$ cat src/rtl/sata_cont_pkg.sv
// Shared primitive codes, dword constants, FSM state types and helpers for the
// CONT suppression engine (cont_engine) and its RX tracker.
package sata_cont_pkg;

    typedef enum logic [3:0] {
        PRIM_NONE    = 4'd0,
        PRIM_ALIGN   = 4'd1,
        PRIM_SOF     = 4'd2,
        PRIM_EOF     = 4'd3,
        PRIM_CONT    = 4'd4,
        PRIM_SYNC    = 4'd5,
        PRIM_R_RDY   = 4'd6,
        PRIM_R_IP    = 4'd7,
        PRIM_R_ERR   = 4'd8,
        PRIM_R_OK    = 4'd9,
        PRIM_X_RDY   = 4'd10,
        PRIM_WTRM    = 4'd11,
        PRIM_HOLD    = 4'd12,
        PRIM_HOLDA   = 4'd13,
        PRIM_PMREQ_S = 4'd14,
        PRIM_PMREQ_P = 4'd15
    } prim_e;

    typedef enum logic [1:0] {TX_PASS, TX_COUNT, TX_CONT, TX_JUNK} tx_state_e;
    typedef enum logic [1:0] {RX_IDLE, RX_SEEN, RX_ARMED, RX_CONT} rx_state_e;

    localparam logic [31:0] DW_ALIGN   = 32'h7B4A_4ABC;
    localparam logic [31:0] DW_SOF     = 32'h3737_B57C;
    localparam logic [31:0] DW_EOF     = 32'hD5D5_B57C;
    localparam logic [31:0] DW_CONT    = 32'h9999_AA7C;
    localparam logic [31:0] DW_SYNC    = 32'hB5B5_957C;
    localparam logic [31:0] DW_R_RDY   = 32'h4A4A_957C;
    localparam logic [31:0] DW_R_IP    = 32'h5555_B57C;
    localparam logic [31:0] DW_R_ERR   = 32'h5656_B57C;
    localparam logic [31:0] DW_R_OK    = 32'h3535_B57C;
    localparam logic [31:0] DW_X_RDY   = 32'h5757_B57C;
    localparam logic [31:0] DW_WTRM    = 32'h5858_B57C;
    localparam logic [31:0] DW_HOLD    = 32'hD5D5_AA7C;
    localparam logic [31:0] DW_HOLDA   = 32'h9595_AA7C;
    localparam logic [31:0] DW_PMREQ_S = 32'h7575_957C;
    localparam logic [31:0] DW_PMREQ_P = 32'h1717_B57C;

    localparam logic [31:0] JUNK_TAPS  = 32'h8020_0003;

    function automatic prim_e decode_prim(input logic [31:0] dw);
        case (dw)
            DW_ALIGN:   return PRIM_ALIGN;
            DW_SOF:     return PRIM_SOF;
            DW_EOF:     return PRIM_EOF;
            DW_CONT:    return PRIM_CONT;
            DW_SYNC:    return PRIM_SYNC;
            DW_R_RDY:   return PRIM_R_RDY;
            DW_R_IP:    return PRIM_R_IP;
            DW_R_ERR:   return PRIM_R_ERR;
            DW_R_OK:    return PRIM_R_OK;
            DW_X_RDY:   return PRIM_X_RDY;
            DW_WTRM:    return PRIM_WTRM;
            DW_HOLD:    return PRIM_HOLD;
            DW_HOLDA:   return PRIM_HOLDA;
            DW_PMREQ_S: return PRIM_PMREQ_S;
            DW_PMREQ_P: return PRIM_PMREQ_P;
            default:    return PRIM_NONE;
        endcase
    endfunction

    function automatic logic is_repeatable(input prim_e p);
        case (p)
            PRIM_SYNC, PRIM_R_RDY, PRIM_R_IP, PRIM_R_ERR, PRIM_R_OK, PRIM_X_RDY,
            PRIM_WTRM, PRIM_HOLD, PRIM_HOLDA, PRIM_PMREQ_S, PRIM_PMREQ_P: return 1'b1;
            default: return 1'b0;
        endcase
    endfunction

    // Galois LFSR step used as the junk-dword scrambler.
    function automatic logic [31:0] junk_next(input logic [31:0] s);
        return s[0] ? ((s >> 1) ^ JUNK_TAPS) : (s >> 1);
    endfunction

endpackage

$ cat src/rtl/cont_engine_if.sv
// Link-layer / PHY side signal bundle of cont_engine; master drives the
// link-layer and PHY inputs, slave is the engine.
interface cont_engine_if;
    logic        phy_ready;
    logic        xmit_cont_en;
    logic        last_prim;
    logic [31:0] ll_tx_din;
    logic        ll_tx_is_k;
    logic [31:0] cont_tx_dout;
    logic        cont_tx_is_k;
    logic [31:0] rx_din;
    logic [3:0]  rx_is_k;
    logic        rx_prim_valid;
    logic [3:0]  rx_prim_code;
    logic        rx_prim_cont;
    logic        detect_xrdy_xrdy;
    logic [15:0] tx_cont_count;
    logic [15:0] rx_cont_count;
    logic [15:0] rx_cont_err;

    modport master (
        output phy_ready, xmit_cont_en, last_prim, ll_tx_din, ll_tx_is_k, rx_din, rx_is_k,
        input  cont_tx_dout, cont_tx_is_k, rx_prim_valid, rx_prim_code, rx_prim_cont,
               detect_xrdy_xrdy, tx_cont_count, rx_cont_count, rx_cont_err
    );

    modport slave (
        input  phy_ready, xmit_cont_en, last_prim, ll_tx_din, ll_tx_is_k, rx_din, rx_is_k,
        output cont_tx_dout, cont_tx_is_k, rx_prim_valid, rx_prim_code, rx_prim_cont,
               detect_xrdy_xrdy, tx_cont_count, rx_cont_count, rx_cont_err
    );
endinterface

$ cat src/rtl/cont_rx_tracker.sv
// RX side of the CONT engine: decodes PHY dwords into primitive codes and
// regenerates the held primitive while a CONT run is active.
//   state    | meaning
//   RX_IDLE  | no repeatable primitive being tracked
//   RX_SEEN  | repeatable primitive seen, fewer than RX_REPEAT_MIN times
//   RX_ARMED | enough repeats seen; a CONT now starts a run
//   RX_CONT  | inside a CONT run, held primitive regenerated every beat
module cont_rx_tracker
    import sata_cont_pkg::*;
#(
    parameter int RX_REPEAT_MIN = 2
) (
    input  logic        clk,
    input  logic        rst,
    input  logic        phy_ready,
    input  logic [31:0] rx_din,
    input  logic        rx_is_k,
    output logic        prim_valid,
    output prim_e       prim_code,
    output logic        prim_cont,
    output logic        cont_entered,
    output logic        cont_err
);

    localparam logic [3:0] RX_MIN = 4'(RX_REPEAT_MIN);

    rx_state_e  state, state_n;
    logic [3:0] rcnt, rcnt_n, rcnt_inc;
    prim_e      held, held_n;
    prim_e      prim;

    assign prim     = rx_is_k ? decode_prim(rx_din) : PRIM_NONE;
    assign rcnt_inc = (rcnt == 4'hF) ? rcnt : rcnt + 4'd1;

    always_ff @(posedge clk) begin
        if (rst) begin
            state <= RX_IDLE;
            rcnt  <= 4'd0;
            held  <= PRIM_NONE;
        end else begin
            state <= state_n;
            rcnt  <= rcnt_n;
            held  <= held_n;
        end
    end

    always_comb begin
        state_n      = state;
        rcnt_n       = rcnt;
        held_n       = held;
        prim_valid   = 1'b0;
        prim_code    = PRIM_NONE;
        prim_cont    = 1'b0;
        cont_entered = 1'b0;
        cont_err     = 1'b0;
        if (!phy_ready) begin
            state_n = RX_IDLE;
            rcnt_n  = 4'd0;
        end else if (prim == PRIM_ALIGN) begin
            prim_valid = 1'b1;
            prim_code  = PRIM_ALIGN;
        end else if (!rx_is_k) begin
            if (state == RX_CONT) begin
                prim_valid = 1'b1;
                prim_code  = held;
                prim_cont  = 1'b1;
            end else begin
                state_n = RX_IDLE;
                rcnt_n  = 4'd0;
            end
        end else if (prim == PRIM_CONT) begin
            case (state)
                RX_CONT: begin
                    prim_valid = 1'b1;
                    prim_code  = held;
                    prim_cont  = 1'b1;
                end
                RX_ARMED: begin
                    prim_valid   = 1'b1;
                    prim_code    = held;
                    prim_cont    = 1'b1;
                    cont_entered = 1'b1;
                    state_n      = RX_CONT;
                end
                default: cont_err = 1'b1;
            endcase
        end else begin
            prim_valid = (prim != PRIM_NONE);
            prim_code  = prim;
            if (is_repeatable(prim)) begin
                if (state != RX_IDLE && prim == held) begin
                    rcnt_n = rcnt_inc;
                end else begin
                    rcnt_n = 4'd1;
                    held_n = prim;
                end
                state_n = (rcnt_n >= RX_MIN) ? RX_ARMED : RX_SEEN;
            end else begin
                state_n = RX_IDLE;
                rcnt_n  = 4'd0;
            end
        end
    end

endmodule

$ cat src/rtl/cont_engine.sv
// CONT primitive suppression engine between link layer and PHY: TX FSM and
// junk scrambler here, RX tracking in cont_rx_tracker. Stats need CONT_STATS_EN.
//   state    | meaning
//   TX_PASS  | passthrough, no repeat run in progress
//   TX_COUNT | passthrough, counting identical repeatable primitives
//   TX_CONT  | next identical beat is replaced by CONT
//   TX_JUNK  | identical beats replaced by scrambled junk
module cont_engine
    import sata_cont_pkg::*;
#(
    parameter int          TX_REPEAT_MIN = 2,
    parameter int          RX_REPEAT_MIN = 2,
    parameter logic [31:0] JUNK_SEED     = 32'hFFFF
) (
    input logic          clk,
    input logic          rst,
    cont_engine_if.slave bus
);

    localparam logic [3:0] TX_MIN = 4'(TX_REPEAT_MIN);

    tx_state_e   tx_state, tx_state_n;
    logic [3:0]  cnt, cnt_n, cnt_inc;
    logic [31:0] prev, prev_n, junk, junk_n;
    prim_e       tx_prim, rx_code;
    logic        tx_align, tx_rep, tx_same, tx_cont_hit;
    logic        rx_valid, rx_cont, rx_cont_hit, rx_cont_bad;
    logic        unused_rx_k;

    assign tx_prim  = decode_prim(bus.ll_tx_din);
    assign tx_align = bus.ll_tx_is_k && (tx_prim == PRIM_ALIGN);
    assign tx_rep   = bus.ll_tx_is_k && is_repeatable(tx_prim);
    assign tx_same  = tx_rep && !bus.last_prim && (bus.ll_tx_din == prev);
    assign cnt_inc  = cnt + 4'd1;

    always_ff @(posedge clk) begin
        if (rst) begin
            tx_state <= TX_PASS;
            cnt      <= 4'd0;
            prev     <= 32'h0;
            junk     <= JUNK_SEED;
        end else begin
            tx_state <= tx_state_n;
            cnt      <= cnt_n;
            prev     <= prev_n;
            junk     <= junk_n;
        end
    end

    // Any break in the run passes the new beat through in the same cycle.
    always_comb begin
        tx_state_n       = tx_state;
        cnt_n            = cnt;
        prev_n           = prev;
        junk_n           = junk;
        tx_cont_hit      = 1'b0;
        bus.cont_tx_dout = bus.ll_tx_din;
        bus.cont_tx_is_k = bus.ll_tx_is_k;
        if (!bus.phy_ready || tx_align) begin
            tx_state_n = tx_state;
        end else if (!bus.xmit_cont_en) begin
            tx_state_n = TX_PASS;
            cnt_n      = 4'd0;
            prev_n     = bus.ll_tx_din;
        end else if (!tx_same) begin
            tx_state_n = TX_PASS;
            cnt_n      = tx_rep ? 4'd1 : 4'd0;
            prev_n     = bus.ll_tx_din;
        end else begin
            case (tx_state)
                TX_CONT: begin
                    bus.cont_tx_dout = DW_CONT;
                    bus.cont_tx_is_k = 1'b1;
                    tx_cont_hit      = 1'b1;
                    tx_state_n       = TX_JUNK;
                end
                TX_JUNK: begin
                    bus.cont_tx_dout = junk;
                    bus.cont_tx_is_k = 1'b0;
                    junk_n           = junk_next(junk);
                end
                default: begin
                    cnt_n      = cnt_inc;
                    tx_state_n = (cnt_inc >= TX_MIN) ? TX_CONT : TX_COUNT;
                end
            endcase
        end
    end

    cont_rx_tracker #(.RX_REPEAT_MIN(RX_REPEAT_MIN)) u_rx (
        .clk          (clk),
        .rst          (rst),
        .phy_ready    (bus.phy_ready),
        .rx_din       (bus.rx_din),
        .rx_is_k      (bus.rx_is_k[0]),
        .prim_valid   (rx_valid),
        .prim_code    (rx_code),
        .prim_cont    (rx_cont),
        .cont_entered (rx_cont_hit),
        .cont_err     (rx_cont_bad)
    );

    assign bus.rx_prim_valid    = rx_valid;
    assign bus.rx_prim_code     = rx_code;
    assign bus.rx_prim_cont     = rx_cont;
    assign bus.detect_xrdy_xrdy = bus.ll_tx_is_k && (tx_prim == PRIM_X_RDY) &&
                                  rx_valid && (rx_code == PRIM_X_RDY);
    assign unused_rx_k          = ^bus.rx_is_k[3:1];

`ifdef CONT_STATS_EN
    logic [15:0] tx_cnt_q, rx_cnt_q, rx_err_q;

    always_ff @(posedge clk) begin
        if (rst) begin
            tx_cnt_q <= 16'h0;
            rx_cnt_q <= 16'h0;
            rx_err_q <= 16'h0;
        end else begin
            if (tx_cont_hit && tx_cnt_q != 16'hFFFF) tx_cnt_q <= tx_cnt_q + 16'd1;
            if (rx_cont_hit && rx_cnt_q != 16'hFFFF) rx_cnt_q <= rx_cnt_q + 16'd1;
            if (rx_cont_bad && rx_err_q != 16'hFFFF) rx_err_q <= rx_err_q + 16'd1;
        end
    end

    assign bus.tx_cont_count = tx_cnt_q;
    assign bus.rx_cont_count = rx_cnt_q;
    assign bus.rx_cont_err   = rx_err_q;
`else
    logic unused_stats;
    assign unused_stats      = ^{tx_cont_hit, rx_cont_hit, rx_cont_bad};
    assign bus.tx_cont_count = 16'h0;
    assign bus.rx_cont_count = 16'h0;
    assign bus.rx_cont_err   = 16'h0;
`endif

endmodule

$ cat src/flat_wrapper.sv
// flat-port wrapper written by rule: the top's interface ports become plain ports
module cont_engine_flat import sata_cont_pkg::*;
#(
    parameter int          TX_REPEAT_MIN = 2,
    parameter int          RX_REPEAT_MIN = 2,
    parameter logic [31:0] JUNK_SEED     = 32'hFFFF
)
  (clk, rst, bus_phy_ready, bus_xmit_cont_en, bus_last_prim, bus_ll_tx_din, bus_ll_tx_is_k, bus_rx_din, bus_rx_is_k, bus_cont_tx_dout, bus_cont_tx_is_k, bus_rx_prim_valid, bus_rx_prim_code, bus_rx_prim_cont, bus_detect_xrdy_xrdy, bus_tx_cont_count, bus_rx_cont_count, bus_rx_cont_err);
  cont_engine_if bus_i ();
  input logic clk;
  input logic rst;
  input wire logic [$bits(bus_i.phy_ready)-1:0] bus_phy_ready;
  input wire logic [$bits(bus_i.xmit_cont_en)-1:0] bus_xmit_cont_en;
  input wire logic [$bits(bus_i.last_prim)-1:0] bus_last_prim;
  input wire logic [$bits(bus_i.ll_tx_din)-1:0] bus_ll_tx_din;
  input wire logic [$bits(bus_i.ll_tx_is_k)-1:0] bus_ll_tx_is_k;
  input wire logic [$bits(bus_i.rx_din)-1:0] bus_rx_din;
  input wire logic [$bits(bus_i.rx_is_k)-1:0] bus_rx_is_k;
  output wire logic [$bits(bus_i.cont_tx_dout)-1:0] bus_cont_tx_dout;
  output wire logic [$bits(bus_i.cont_tx_is_k)-1:0] bus_cont_tx_is_k;
  output wire logic [$bits(bus_i.rx_prim_valid)-1:0] bus_rx_prim_valid;
  output wire logic [$bits(bus_i.rx_prim_code)-1:0] bus_rx_prim_code;
  output wire logic [$bits(bus_i.rx_prim_cont)-1:0] bus_rx_prim_cont;
  output wire logic [$bits(bus_i.detect_xrdy_xrdy)-1:0] bus_detect_xrdy_xrdy;
  output wire logic [$bits(bus_i.tx_cont_count)-1:0] bus_tx_cont_count;
  output wire logic [$bits(bus_i.rx_cont_count)-1:0] bus_rx_cont_count;
  output wire logic [$bits(bus_i.rx_cont_err)-1:0] bus_rx_cont_err;
  assign bus_i.phy_ready = bus_phy_ready;
  assign bus_i.xmit_cont_en = bus_xmit_cont_en;
  assign bus_i.last_prim = bus_last_prim;
  assign bus_i.ll_tx_din = bus_ll_tx_din;
  assign bus_i.ll_tx_is_k = bus_ll_tx_is_k;
  assign bus_i.rx_din = bus_rx_din;
  assign bus_i.rx_is_k = bus_rx_is_k;
  assign bus_cont_tx_dout = bus_i.cont_tx_dout;
  assign bus_cont_tx_is_k = bus_i.cont_tx_is_k;
  assign bus_rx_prim_valid = bus_i.rx_prim_valid;
  assign bus_rx_prim_code = bus_i.rx_prim_code;
  assign bus_rx_prim_cont = bus_i.rx_prim_cont;
  assign bus_detect_xrdy_xrdy = bus_i.detect_xrdy_xrdy;
  assign bus_tx_cont_count = bus_i.tx_cont_count;
  assign bus_rx_cont_count = bus_i.rx_cont_count;
  assign bus_rx_cont_err = bus_i.rx_cont_err;
  cont_engine #(.TX_REPEAT_MIN(TX_REPEAT_MIN), .RX_REPEAT_MIN(RX_REPEAT_MIN), .JUNK_SEED(JUNK_SEED)) u_core (.clk(clk), .rst(rst), .bus(bus_i));
endmodule
$ cat config.mk
export PLATFORM = sky130hd
export DESIGN_NAME = cont_engine_flat
export DESIGN_NICKNAME = d
export VERILOG_FILES = /design/src/rtl/sata_cont_pkg.sv /design/src/rtl/cont_engine_if.sv /design/src/rtl/cont_rx_tracker.sv /design/src/rtl/cont_engine.sv /design/src/flat_wrapper.sv
export SDC_FILE = /design/constraint.sdc
export NUM_CORES = 1
export LEC_CHECK = 0
export ABC_CLOCK_PERIOD_IN_PS = 7770
export BUFFER_PORTS_ARGS = -buffer_cell sky130_fd_sc_hd__buf_2
export CORE_ASPECT_RATIO = 1.2
export CORE_MARGIN = 5
export CORE_UTILIZATION = 42
export CTS_CLUSTER_SIZE = 8
export DETAILED_ROUTE_END_ITERATION = 10
export PLACE_DENSITY = 0.69
export SYNTH_ARGS = -nofsm -noshare
export SYNTH_HDL_FRONTEND = slang
export SYNTH_SLANG_ARGS = --single-unit
$ cat constraint.sdc
create_clock -name clk -period 7.77 [get_ports clk]
set_clock_uncertainty 0.1 [all_clocks]
set_input_delay 2.331 -clock clk [delete_from_list [all_inputs] [get_ports clk]]
set_output_delay 2.331 -clock clk [all_outputs]
set_load 0.03 [all_outputs]
==> results of run 1 <==
-- kinds of logic after synthesis --
group	synth area share, %
buffers and inverters	11.4
xor gates and xnor gates	5.55
other	0.0625
muxes	6.21
adders and majority gates	0.625
AOI/OAI and AO/OA	17.3
DFF	26.7
and+or+nand+nor	32.1
-- metal layers --
layer / track usage (%) / part of all wire (%) / vias to the layer above
met5: 0 / 0 / -
met4: 5.98 / 2.6 / 0
met3: 3.69 / 6.2 / 34
met2: 34.5 / 50 / 220
met1: 23.9 / 41 / 2759
li1: - / - / 2958
-- sequential cells by signal, indices dropped and copies added (netlist names) --
signal,flops
u_core.u_rx.held,4
u_core.u_rx.rcnt,4
u_core.prev,32
u_core.u_rx.state,2
u_core.cnt,4
u_core.junk,32
u_core.tx_state,2
-- cells in the final DEF (no fill, tap or decap), drive strengths merged, types with 4 or more instances in the layout --
cell type and instances:
xnor2 6, nand3b 8, or4 10, nor4 19, and4bb 8, conb 48, o22a 4, a21oi 35
or2 4, o21a 10, or3 6, mux2i 35, nor4bb 8, a31oi 21, nor4b 4, o21ai 22
and2 6, and3 12, nor2 73, nand3 31, inv 40, nor3 20, o22ai 5, nand4bb 6
a21o 4, buf 148, a2111oi 5, clkbuf 9, nand2b 11, nor2b 6, dfxtp 80, nand4 20
a211o 6, xor2 32, nand2 80
-- path summary, 6_finish.rpt --
path                                                endpoint  slack, ns
worst max-delay path                    bus_cont_tx_dout[27]       0.18
worst min-delay path            u_core.junk[18]$_SDFFE_PP0P_       0.35
worst max register to register  u_core.prev[12]$_SDFFE_PP0P_       4.39
worst min register to register  u_core.junk[18]$_SDFFE_PP0P_       0.35
-- through the flow --
stage	utilization, %	std cells	power (uW)
4_1_cts	50.3	1071	1050
3_3_place_gp	48.1	1055	617
5_1_grt	50.7	1071	1080
2_1_floorplan	-	822	576
3_5_place_dp	48.1	1055	618
6_report	50.7	1071	1040
-- critical path: cells and delay by family --
kind | cells | cell delay (ns)
compound gates | 4 | 0.93
simple gates | 5 | 1.33
buf+inv | 3 | 0.56
-- power groups by stage --
stage          Sequential, uW  Combinational, uW  Clock [uW]
2_1_floorplan             435                141           0
3_3_place_gp              436                181           0
3_5_place_dp              437                181           0
4_1_cts                   427                182         436
5_1_grt                   428                198         456
6_report                  427                184         427
-- layout make-up --
type                    instances  area (um^2)
inverters                      37          139
clock buffers                   9          225
repair buffers                148          848
clock inverters                 7         75.1
fillers                      1401         6870
well taps                     171          214
flip-flops and latches         80         1600
multi-input cells             619         3960
==> results_tabular.tex, run 1 <==
\begin{tabular}{lr}
\hline
Metric & Value \\
\hline
\multicolumn{2}{l}{\textbf{Synthesis}} \\
Synth Cell Area & between 6000 and 7000 um\^{}2 \\
Number of enable flip-flop cells after synthesis & 0 \\
Ranking of synthesized cells by area & sky130\_fd\_sc\_hd\_\_dfxtp\_1 (27\%), sky130\_fd\_sc\_hd\_\_buf\_4 (6.9\%), sky130\_fd\_sc\_hd\_\_mux2i\_1 (5.8\%) \\
Share of synthesized flip-flops with an asynchronous set or reset & 0\% \\
Commonest cells post-synth & sky130\_fd\_sc\_hd\_\_dfxtp\_1 (80), sky130\_fd\_sc\_hd\_\_nand2\_1 (80), sky130\_fd\_sc\_hd\_\_nor2\_1 (72) \\
Synthesized area per cell & 7.74 um\^{}2 \\
Cell accounting for the most synthesized area & sky130\_fd\_sc\_hd\_\_dfxtp\_1 \\
Number of warnings issued by yosys & 0 \\
Fraction of the yosys area taken by sequential cells & between 20\% and 30\% \\
Gate count after technology mapping & approximately 780 \\
Yosys cell types & 83 \\
Portion of synthesized cell area occupied by the leading cell type & 26.7\% \\
Register bit total from synthesis & 80 \\
Commonest register cell after synthesis & sky130\_fd\_sc\_hd\_\_dfxtp\_1 \\
\multicolumn{2}{l}{\textbf{CTS}} \\
TritonCTS Sinks & 80 \\
H-tree levels & 3 \\
CTS tree & built \\
Total of hold buffers inserted after clock tree synthesis & 0 \\
Clock-pin slew on the worst setup and hold paths & $\sim$0.060 ns \\
Count of cells resized by post-cts repair & 0 \\
Number of setup buffers added after CTS & 0 \\
CTS Buf Count & 9 \\
Buffers from clock root to sink, at most & 2 \\
Skew-Pair Late Insertion Delay & about 0.33 ns \\
Root Buffer Master & sky130\_fd\_sc\_hd\_\_clkbuf\_16 \\
\multicolumn{2}{l}{\textbf{Critical path}} \\
Type of element capturing the critical path & output port \\
Data required time at the worst endpoint & around 5.3 ns \\
Critical path launch point type & input pin \\
Ordered cell list for the critical path & buf\_2 -> or4\_4 -> nor4\_2 -> nor4b\_4 -> a21o\_1 -> a221oi\_2 -> a2111oi\_4 -> and2\_4 -> buf\_12 -> nor2\_1 -> a31oi\_1 -> buf\_2 \\
Launch point of the worst path & bus\_ll\_tx\_din[23] \\
Maximum single-stage delay on the critical path & approximately 0.56 ns \\
Crit-path max FO & 33 \\
Worst Path Arrival & slightly above 5 ns \\
Type of the worst setup path & in2out \\
Crit-path slowest cell & sky130\_fd\_sc\_hd\_\_or4\_4 \\
Cell depth of the worst flop-to-flop path & 10 \\
Library cell appearing most often on the critical path & sky130\_fd\_sc\_hd\_\_buf\_2 \\
Reg2Reg Launch Point & u\_core.prev[14]\$\_SDFFE\_PP0P\_ \\
\multicolumn{2}{l}{\textbf{Timing}} \\
Final Slew Violations & 0 \\
Fmax & $\sim$0.13 GHz \\
Rel. slew slack & 47.5\% \\
Unrepaired setup endpoints after global routing & false \\
Final count of hold timing violations & 0 \\
Tightest Pin Transition & between 0.7 and 0.8 ns \\
Post-route worst hold slack & around 0.35 ns \\
Final setup fails & 0 \\
Final setup margin & 0.181 ns \\
Tmin final & around 7.6 ns \\
Total Neg Setup Slack & 0 ns \\
Period Utilization, post-route & 97.7\% \\
\multicolumn{2}{l}{\textbf{Power and ir drop}} \\
Switching part of the total power & between 20\% and 30\% \\
Clock power frac & about two fifths \\
Net switching power & slightly above 300 uW \\
Pleak & 0.00304 uW \\
Worst vdd rail ir drop & approximately 0.095 mV \\
Sequential power share & 41.2\% \\
Internal power & about 730 uW \\
PwrDens & around 150 nW/um\^{}2 \\
Share of power burned in combinational logic & between 15 and 20\% \\
\multicolumn{2}{l}{\textbf{Global routing}} \\
Aggregate global-route resource usage & between 10\% and 20\% \\
Maximum number of pins on one net before global-route repair & 80 \\
Wire length of the first global-routing pass & roughly 27000 um \\
Number of antenna violations at the first check in global routing & 0 \\
Total overflow reported by the global router & 0 \\
Vias in the first global route & 5496 \\
\multicolumn{2}{l}{\textbf{Job}} \\
Maximum capacitance violations & 0 \\
\multicolumn{2}{l}{\textbf{Final layout}} \\
Finished layout cell area & approximately 7100 um\^{}2 \\
Layout Area Growth over Synthesis & 17.7\% \\
Count of nets after finishing & approximately 970 \\
Share of layout cells above drive strength 1 & 21.6\% \\
Antenna diode count & 0 \\
\multicolumn{2}{l}{\textbf{Route}} \\
First DRT Iteration DRCs & between 300 and 400 \\
Final antenna-violating net count & 0 \\
Post-route DRC & 0 \\
Pre-Repair DR Iteration Count & 5 \\
Overall via count from detail\_route & 5971 \\
Average routed wire per standard cell & between 15 and 20 um \\
Overall routed net length & about 17000 um \\
Detailed-route vias per instance & between 5 and 6 \\
\multicolumn{2}{l}{\textbf{Floorplanning}} \\
Floorplan core area & 13900 um\^{}2 \\
Full die area & roughly 17000 um\^{}2 \\
Starting density of the core & between 40\% and 50\% \\
Y dimension of the die & between 100 and 150 um \\
Width of the die & between 100 and 150 um \\
Io pins & between 150 and 200 \\
Count of standard-cell rows & 47 \\
\multicolumn{2}{l}{\textbf{Place}} \\
Post-detail-place hpwl & 13400 um \\
Placed instance area & around 6700 um\^{}2 \\
Worst slack at placement & 0.123 ns \\
Routability cong. & 0.950 \\
Number of input and output port buffers inserted & 110 \\
\multicolumn{2}{l}{\textbf{Worst hold path}} \\
Worst min-delay path startpoint & u\_core.junk[18]\$\_SDFFE\_PP0P\_ \\
Path type of the worst min-delay path & reg2reg \\
Hold depth & 2 \\
\multicolumn{2}{l}{\textbf{Status}} \\
Result of the run & finished, final reports clean \\
\hline
\end{tabular}
(Power assumes the default switching activity.)
==> run 2: changes to the inputs <==
--- a/config.mk
+++ b/config.mk
@@ -7,12 +7,11 @@
 export LEC_CHECK = 0
 export ABC_CLOCK_PERIOD_IN_PS = 7770
 export BUFFER_PORTS_ARGS = -buffer_cell sky130_fd_sc_hd__buf_2
-export CORE_ASPECT_RATIO = 1.2
 export CORE_MARGIN = 5
-export CORE_UTILIZATION = 42
+export CORE_UTILIZATION = 35
 export CTS_CLUSTER_SIZE = 8
 export DETAILED_ROUTE_END_ITERATION = 10
-export PLACE_DENSITY = 0.69
+export PLACE_DENSITY = 0.6
 export SYNTH_ARGS = -nofsm -noshare
 export SYNTH_HDL_FRONTEND = slang
 export SYNTH_SLANG_ARGS = --single-unit
==> run 2 against run 1 <==
Register-to-register slack improved by 0.17 ns. Critical endpoint is now bus_cont_tx_dout[28]. Non-clock buffer count increased by 4. Core utilization down 7.7 points. Largest cell class unchanged.
==> results_tabular.tex, run 2 (same netlist as run 1, synthesis figures left out) <==
\begin{tabular}{lr}
\hline
Metric & Value \\
\hline
\multicolumn{2}{l}{\textbf{Critical path}} \\
Data required time at the worst endpoint & roughly 5.3 ns \\
Worst Path Arrival & 5.19 ns \\
Type of element capturing the critical path & output port \\
Cell depth of the worst flop-to-flop path & 11 \\
Critical path launch point type & input pin \\
Launch point of the worst path & bus\_ll\_tx\_din[30] \\
Type of the worst setup path & in2out \\
Reg2Reg Launch Point & u\_core.prev[6]\$\_SDFFE\_PP0P\_ \\
Crit-path max FO & 43 \\
\multicolumn{2}{l}{\textbf{Floorplanning}} \\
Count of standard-cell rows & between 40 and 50 \\
Starting density of the core & 35.9\% \\
Width of the die & about 140 um \\
Y dimension of the die & between 100 and 150 um \\
Io pins & between 150 and 200 \\
Floorplan core area & about 17000 um\^{}2 \\
Full die area & approximately 20000 um\^{}2 \\
\multicolumn{2}{l}{\textbf{Timing}} \\
Tmin final & $\sim$7.6 ns \\
Final setup fails & 0 \\
Post-route worst hold slack & roughly 0.36 ns \\
Final setup margin & about 0.14 ns \\
Period Utilization, post-route & $\sim$98\% \\
Tightest Pin Transition & 0.848 ns \\
Rel. slew slack & a little over two fifths \\
Final Slew Violations & 0 \\
Fmax & approximately 0.13 GHz \\
Final count of hold timing violations & 0 \\
Total Neg Setup Slack & 0 ns \\
\multicolumn{2}{l}{\textbf{Global routing}} \\
Maximum number of pins on one net before global-route repair & 80 \\
Aggregate global-route resource usage & between 10\% and 20\% \\
Wire length of the first global-routing pass & between 20000 and 30000 um \\
Total overflow reported by the global router & 0 \\
Vias in the first global route & just under 6000 \\
Number of antenna violations at the first check in global routing & 2 \\
\multicolumn{2}{l}{\textbf{Power and ir drop}} \\
Worst vdd rail ir drop & roughly 0.11 mV \\
Pleak & between 0.003 and 0.004 uW \\
PwrDens & 147 nW/um\^{}2 \\
\multicolumn{2}{l}{\textbf{Final layout}} \\
Final non-filler cell total & 1125 \\
Highest-count cells in the layout ignoring fill and taps & sky130\_fd\_sc\_hd\_\_buf\_2 (107), sky130\_fd\_sc\_hd\_\_dfxtp\_1 (80), sky130\_fd\_sc\_hd\_\_nand2\_1 (79), sky130\_fd\_sc\_hd\_\_nor2\_1 (72), sky130\_fd\_sc\_hd\_\_conb\_1 (48) \\
Layout Area Growth over Synthesis & 19.6\% \\
Biggest regs & u\_core.junk: 32 flops, u\_core.prev: 32 flops \\
Count of nets after finishing & approximately 980 \\
Most common cell after layout, fill and taps aside & sky130\_fd\_sc\_hd\_\_buf\_2 \\
Share of layout cells above drive strength 1 & $\sim$22\% \\
\multicolumn{2}{l}{\textbf{CTS}} \\
Clock-pin slew on the worst setup and hold paths & roughly 0.060 ns \\
Root Buffer Master & sky130\_fd\_sc\_hd\_\_clkbuf\_16 \\
Skew-Pair Late Insertion Delay & roughly 0.34 ns \\
CTS tree & built \\
CTS Buf Count & 9 \\
H-tree levels & 3 \\
Total of hold buffers inserted after clock tree synthesis & 0 \\
Buffers from clock root to sink, at most & 2 \\
TritonCTS Sinks & 80 \\
\multicolumn{2}{l}{\textbf{Worst hold path}} \\
Path type of the worst min-delay path & reg2reg \\
Hold depth & 1 \\
Worst min-delay path startpoint & u\_core.junk[11]\$\_SDFFE\_PP1P\_ \\
\multicolumn{2}{l}{\textbf{Route}} \\
Average routed wire per standard cell & approximately 16 um \\
Final antenna-violating net count & 0 \\
First DRT Iteration DRCs & roughly 340 \\
Detailed-route vias per instance & around 5.4 \\
Overall via count from detail\_route & 6061 \\
Pre-Repair DR Iteration Count & 5 \\
Post-route DRC & 0 \\
Overall routed net length & between 15000 and 20000 um \\
\multicolumn{2}{l}{\textbf{Place}} \\
Post-detail-place hpwl & $\sim$14000 um \\
Worst slack at placement & approximately 0.073 ns \\
Placed cell count & between 1000 and 1500 \\
Number of input and output port buffers inserted & 110 \\
Routability cong. & approximately 0.91 \\
\multicolumn{2}{l}{\textbf{Job}} \\
Maximum capacitance violations & 0 \\
\multicolumn{2}{l}{\textbf{Status}} \\
Result of the run & finished, final reports clean \\
\hline
\end{tabular}
run 2: final cells by class:
| class | count | area (um^2) |
|---|---|---|
| Fill cell | 1723 | 9520 |
| Timing Repair Buffer | 152 | 898 |
| Sequential cell | 80 | 1600 |
| Inverter | 37 | 139 |
| Antenna cell | 1 | 2.50 |
| Clock inverter | 7 | 78.8 |
| Multi-Input combinational cell | 619 | 3960 |
| Tap cell | 220 | 275 |
| Clock buffer | 9 | 225 |
run 2: power breakdown:
part           switching (uW)  internal (uW)
registers                7.02            420
clock network             185            253
logic                     129           61.6
run 2: per-stage QoR:
| step | util [%] | area, um^2 | total power [uW] |
|---|---|---|---|
| 6_report | 43.0 | 7180 | 1060 |
| 5_1_grt | 43.0 | 7180 | 1100 |
| 4_1_cts | 42.6 | 7110 | 1070 |
| 3_5_place_dp | 40.7 | 6800 | 623 |
| 3_3_place_gp | 40.7 | 6800 | 623 |
| 2_1_floorplan | - | 6180 | 576 |
run 2: worst max-delay path, stage by stage:
cell and delay (ns):
sky130_fd_sc_hd__buf_2 0.15, sky130_fd_sc_hd__or4_4 0.54, sky130_fd_sc_hd__nor4_4 0.18, sky130_fd_sc_hd__nor4b_4 0.27, sky130_fd_sc_hd__a21o_1 0.20, sky130_fd_sc_hd__a2111oi_2 0.09
sky130_fd_sc_hd__a2111oi_2 0.47, sky130_fd_sc_hd__and2_4 0.23, sky130_fd_sc_hd__buf_12 0.20, sky130_fd_sc_hd__nor2_1 0.06, sky130_fd_sc_hd__a31oi_1 0.22, sky130_fd_sc_hd__buf_2 0.25
run 2: final timing paths:
path	endpoint	slack, ns
worst min register to register	u_core.junk[10]$_SDFFE_PP1P_	0.36
worst max-delay path	bus_cont_tx_dout[28]	0.14
worst max register to register	u_core.junk[25]$_SDFFE_PP0P_	4.56
worst min-delay path	u_core.junk[10]$_SDFFE_PP1P_	0.36
run 2: layer usage:
| layer | share of wire [%] | vias up | GRT usage (%) |
|---|---|---|---|
| li1 | - | 2969 | - |
| met1 | 44 | 2822 | 23.7 |
| met2 | 46 | 242 | 29.7 |
| met3 | 7.9 | 26 | 4.03 |
| met4 | 1.5 | 2 | 4.90 |
| met5 | 0.071 | - | 0 |
run 2: timing repair:
action / CTS / global route
buffers inserted: 0 / 1
endpoints found under the hold margin: 0 / 0
resized for setup: 0 / 14
setup endpoints to repair: 0 / 22
